File: src/rtl/exec_mul_ctrl.sv
// rtl/exec_mul_ctrl.sv - execute-stage sequencer with iterative shift-add unsigned multiplier
`ifndef REG_SIZE
`define REG_SIZE 32
`endif
`ifndef ADDR_SIZE
`define ADDR_SIZE 32
`endif

module exec_mul_ctrl #(
    parameter int W  = `REG_SIZE,
    parameter int AW = `ADDR_SIZE
) (
    input  logic          clk,
    input  logic          reset,
    input  logic          flush,
    input  logic          in_valid,
    input  logic          in_is_mul,
    input  logic [W-1:0]  in_src_a,
    input  logic [W-1:0]  in_src_b,
    input  logic [W-1:0]  in_aluresult,
    input  logic          in_zero,
    input  logic          in_overflow,
    input  logic [AW-1:0] in_new_pc,
    input  logic [4:0]    in_dst,
    output logic          stall,
    output logic          busy,
    output logic          out_valid,
    output logic [W-1:0]  pre_aluresult,
    output logic          pre_zero,
    output logic          pre_overflow,
    output logic [AW-1:0] pre_new_pc,
    output logic [4:0]    pre_dst
);

    localparam int CW = (W > 1) ? $clog2(W) : 1;

    typedef enum logic {
        IDLE = 1'b0,
        MUL  = 1'b1
    } state_t;

    state_t          state;
    logic [2*W-1:0]  acc;
    logic [2*W-1:0]  mcand;
    logic [W-1:0]    mplier;
    logic [CW-1:0]   count;
    logic [AW-1:0]   pc_q;
    logic [4:0]      dst_q;
    logic [2*W-1:0]  acc_next;

    // Stall is a pure decode of registered state so decode never sees a combinational loop.
    assign stall = (state == MUL);
    assign busy  = (state == MUL);

    // Partial-product accumulation for the current multiplier bit.
    always_comb begin
        acc_next = acc;
        if (mplier[0]) begin
            acc_next = acc + mcand;
        end
    end

    // Sequencer: ALU pass-through in IDLE, one shift-add step per cycle in MUL.
    always_ff @(posedge clk or negedge reset) begin
        if (!reset) begin
            state         <= IDLE;
            acc           <= '0;
            mcand         <= '0;
            mplier        <= '0;
            count         <= '0;
            pc_q          <= '0;
            dst_q         <= '0;
            out_valid     <= 1'b0;
            pre_aluresult <= '0;
            pre_zero      <= 1'b0;
            pre_overflow  <= 1'b0;
            pre_new_pc    <= '0;
            pre_dst       <= '0;
        end else if (flush) begin
            // Redirect kills both an in-flight multiply and whatever is being offered now.
            state     <= IDLE;
            count     <= '0;
            out_valid <= 1'b0;
        end else begin
            case (state)
                IDLE: begin
                    if (in_valid && !in_is_mul) begin
                        pre_aluresult <= in_aluresult;
                        pre_zero      <= in_zero;
                        pre_overflow  <= in_overflow;
                        pre_new_pc    <= in_new_pc;
                        pre_dst       <= in_dst;
                        out_valid     <= 1'b1;
                    end else if (in_valid && in_is_mul) begin
                        acc       <= '0;
                        mcand     <= {{W{1'b0}}, in_src_a};
                        mplier    <= in_src_b;
                        count     <= '0;
                        pc_q      <= in_new_pc;
                        dst_q     <= in_dst;
                        out_valid <= 1'b0;
                        state     <= MUL;
                    end else begin
                        out_valid <= 1'b0;
                    end
                end
                MUL: begin
                    acc    <= acc_next;
                    mcand  <= mcand << 1;
                    mplier <= mplier >> 1;
                    count  <= count + 1'b1;
                    if (count == CW'(W - 1)) begin
                        pre_aluresult <= acc_next[W-1:0];
                        pre_zero      <= (acc_next[W-1:0] == '0);
                        pre_overflow  <= |acc_next[2*W-1:W];
                        pre_new_pc    <= pc_q;
                        pre_dst       <= dst_q;
                        out_valid     <= 1'b1;
                        count         <= '0;
                        state         <= IDLE;
                    end else begin
                        out_valid <= 1'b0;
                    end
                end
                default: begin
                    state     <= IDLE;
                    out_valid <= 1'b0;
                end
            endcase
        end
    end

endmodule
File: config.mk
export PLATFORM = sky130hd
export DESIGN_NAME = exec_mul_ctrl
export DESIGN_NICKNAME = d
export VERILOG_FILES = /design/src/rtl/exec_mul_ctrl.sv
export SDC_FILE = /design/constraint.sdc
export NUM_CORES = 1
export LEC_CHECK = 0
export ABC_AREA = 0
export CAP_MARGIN = 0
export CORE_ASPECT_RATIO = 0.6
export CORE_MARGIN = 5
export CORE_UTILIZATION = 30
export CTS_BUF_LIST = sky130_fd_sc_hd__clkbuf_4 sky130_fd_sc_hd__clkbuf_8 sky130_fd_sc_hd__clkbuf_16
export DETAILED_ROUTE_END_ITERATION = 6
export PLACE_DENSITY_LB_ADDON = 0.08
export SLEW_MARGIN = 5
export SYNTH_ARGS = -nofsm -noshare
export SYNTH_HDL_FRONTEND = slang
export SYNTH_SLANG_ARGS = --single-unit
File: constraint.sdc
create_clock -name clk -period 7.9 [get_ports clk]
set_clock_uncertainty 0.15 [all_clocks]
set_input_delay 1.975 -clock clk [delete_from_list [all_inputs] [get_ports clk]]
set_output_delay 1.975 -clock clk [all_outputs]
set_load 0.02 [all_outputs]
==> results.ini <==
[global_route]
grt_max_degree = 199
grt_pass1_wl_um = 83100
grtUsageTotal_pct = 18.0
antenna_found_initial = 2
grt_pass1_vias = 13300
grt_overflow = 0

[worst_setup_path]
timing.rr.end = pre_overflow
cp-end-kind = flop
worst_r2r_startpoint = mcand[8]
crit_fanout = 5
reg2regPathDepth = 13
cp.required_ns = 8.20
worstPathArrival_ns = 4.76
start_kind = flop
crit_type = flop to flop
reg2reg_slack_ns = 3.43

[drt]
via_per_inst = 5.17
post-route-drc-count = 0
drtIter0Drc = 892
dr.pass1.iters = 5
routedWlPerCell_um = 20.5
wirelength_um = 53500
drt.antenna.violating_nets = 0
num_vias = 13500

[hold_path]
hold_path_class = flop to flop
hp-start = mplier[5]
holdPathStages = 2
min_to = mplier[5]

[sta]
fin_ws_ns = 3.43
tightest_slew_ns = 1.10
tns_ns = 0
clock.fmax_mhz = 224
post-route-period-util_pct = 56.5
hold_violations = 0
rsz0062_at_grt = no
slew_violations = 0
fin_crit_ns = 4.47
finalSetupViolCount = 0
timing.slew.headroom_pct = 26.9

[place]
dp_hpwl_um = 39100
gp_congestion = 0.892
preCtsSetupSlack_ns = 3.11
io_buffers = 213

[synthesis]
synth_edf_count = 0
syn-instance-count = 1727
async_flop_share_pct = 100
syn_area_per_cell_um2 = 9.22
ys_warn_count = 0
synthTopCellsByArea = dfrtp_1 (43%), mux2i_1 (8.4%), o21ai_0 (7.8%)
ys.flop_type = dfrtp_1
synth.top_cell.area_share_pct = 43.2
ys_types = 73
synthesis.nets = 1933
synth_area_um2 = 15900
synth_area_leader_cell = dfrtp_1
yosysSeqAreaShare_pct = 43.2
ys_seq_elements = 275

[floorplanning]
start_util_pct = 30.3
core-area_um2 = 52500
dieArea_um2 = 57900
die_h_um = 188
ioPinCount = 214
die_w_um = 307
rows = 65

[power_and_ir_drop]
clkPwrFrac_pct = 32.7
p_comb_share_pct = 29.8
power.share.switching_pct = 33.8
ir_worst_vdd_uv = 172
power.switching_w = 0.00167
pwr-share-seq_pct = 37.4
finalPower_w = 0.00494
p_leak_nw = 8.40
power.density_nw_per_um2 = 249
p_int_w = 0.00327

[clock_tree]
clk_latency_ns = 0.58
post_cts_resized = 0
ctsHoldBuffers = 0
htree_num_levels = 1
postCtsSetupBuffers = 0
cts_tree = done
path_clk_slew_ns = 0.07
cts_root_buffer = clkbuf_16
clock-sinks = 275
cts_buffers = 30
cts_buffer_depth = 3

[layout]
area_growth_pct = 24.5
drive_gt1_share_pct = 7.10
nets = 2086

[job]
max_cap_viol_count = 0

[run_status]
outcome = finished clean

-- cell families after synthesis --
logic type               Yosys count  share of synthesized area, %
multiplexers                     178                          11.5
adder cells (fa/ha/maj)           66                          5.23
flip-flops                       275                          43.2
buffers and inverters            124                          2.99
AND/OR/NAND/NOR                  477                          13.0
AO/OA/AOI/OAI                    550                          20.9
XOR/XNOR                          57                          3.14
-- critical path, cell delays in order (launching register included) --
cell	delay (ns)
dfrtp_1	0.43
ha_1	0.41
a21oi_1	0.15
o21ai_0	0.42
a211oi_1	0.24
o22a_1	0.34
a211oi_1	0.66
o221ai_1	0.34
xnor2_1	0.23
and2_1	0.18
a211oi_1	0.34
nand4_1	0.13
nor4_1	0.20
a31oi_1	0.12
-- cell usage in the layout (no fill, tap or decap), drive strengths merged, types with 4 or more instances in the layout --
cell,n
nor2,87
a31oi,7
a211oi,8
a22o,51
xnor2,37
mux2i,134
inv,18
nand3,15
ha,65
o21a,10
nand2,273
o211ai,4
o21bai,10
nor4,8
bufinv,7
clkdlybuf4s50,212
mux2,44
nor3,19
a21oi,127
dfrtp,275
o31ai,5
and2,4
clkinv,6
xor2,20
nor2b,6
clkbuf,41
buf,14
and3,8
or3,4
a21o,31
nand4,28
nand2b,7
or2,4
o21ai,263
-- sequential cells by signal, summed over array words and instances, names as in the netlist, 5 cells and up --
| signal | count |
|---|---|
| mplier | 32 |
| pre_aluresult | 32 |
| pre_dst | 5 |
| pc_q | 32 |
| count | 5 |
| acc | 64 |
| pre_new_pc | 32 |
| dst_q | 5 |
| mcand | 64 |
-- power by group through the flow --
stage,combinational (W),sequential (W),clock (W)
after detailed placement,0.00148,0.00188,0
after CTS,0.00149,0.00185,0.00167
after floorplan,0.000821,0.00191,0
after global routing,0.00163,0.00189,0.00172
after global placement,0.00148,0.00187,0
final,0.00147,0.00185,0.00162
-- layer usage --
| metal | track usage, % | vias to the layer above | wire length (um) |
|---|---|---|---|
| met1 | 28.2 | 6593 | 27100 |
| met3 | 2.73 | 47 | 2780 |
| met5 | 0 | - | 0 |
| met2 | 26.6 | 295 | 22900 |
| li1 | - | 6534 | - |
| met4 | 2.73 | 0 | 768 |
-- synthesized netlist by cell type, drive strengths merged, types with 10 or more instances --
library cell,count
o21bai,10
nor3,19
buf,14
o21a,10
a21o,31
xor2,20
dfrtp,275
inv,18
nand2,273
o21ai,263
xnor2,37
nand4,28
nand3,15
a21oi,127
clkbuf,91
mux2i,134
ha,65
mux2,44
nor2,87
a22o,51
-- metrics by stage --
| stage | instance area, um2 | utilization, % | cells | hold slack (ns) |
|---|---|---|---|---|
| finish | 19800 | 37.7 | 2607 | 0.330 |
| global route | 19800 | 37.7 | 2607 | 0.358 |
| CTS | 19800 | 37.7 | 2605 | 0.331 |
| detailed placement | 18700 | 35.6 | 2551 | 0.321 |
| global placement | 18700 | 35.6 | 2551 | 0.314 |
| floorplan | 15900 | - | 1727 | 0.292 |
-- cell type report --
cell class,instances,area [um2]
clock buffers,41,882
diodes,2,5.00
fillers,5369,32700
clock inverters,13,243
repair buffers,226,2260
inverters,19,71.3
flip-flops and latches,275,6890
multi-input cells,1328,8590
well taps,703,880
-- how the worst max path moves through the flow --
stage / start / to / cells after the start
finish: mcand[8] / pre_overflow / 13
global route: acc[16] / pre_overflow / 13
CTS: busy / stall / 1
detailed placement: in_valid / pre_overflow / 13
global placement: in_is_mul / pre_overflow / 14
floorplan: in_is_mul / pre_overflow / 13
No activity file was read; power rests on OpenSTA's default activity.
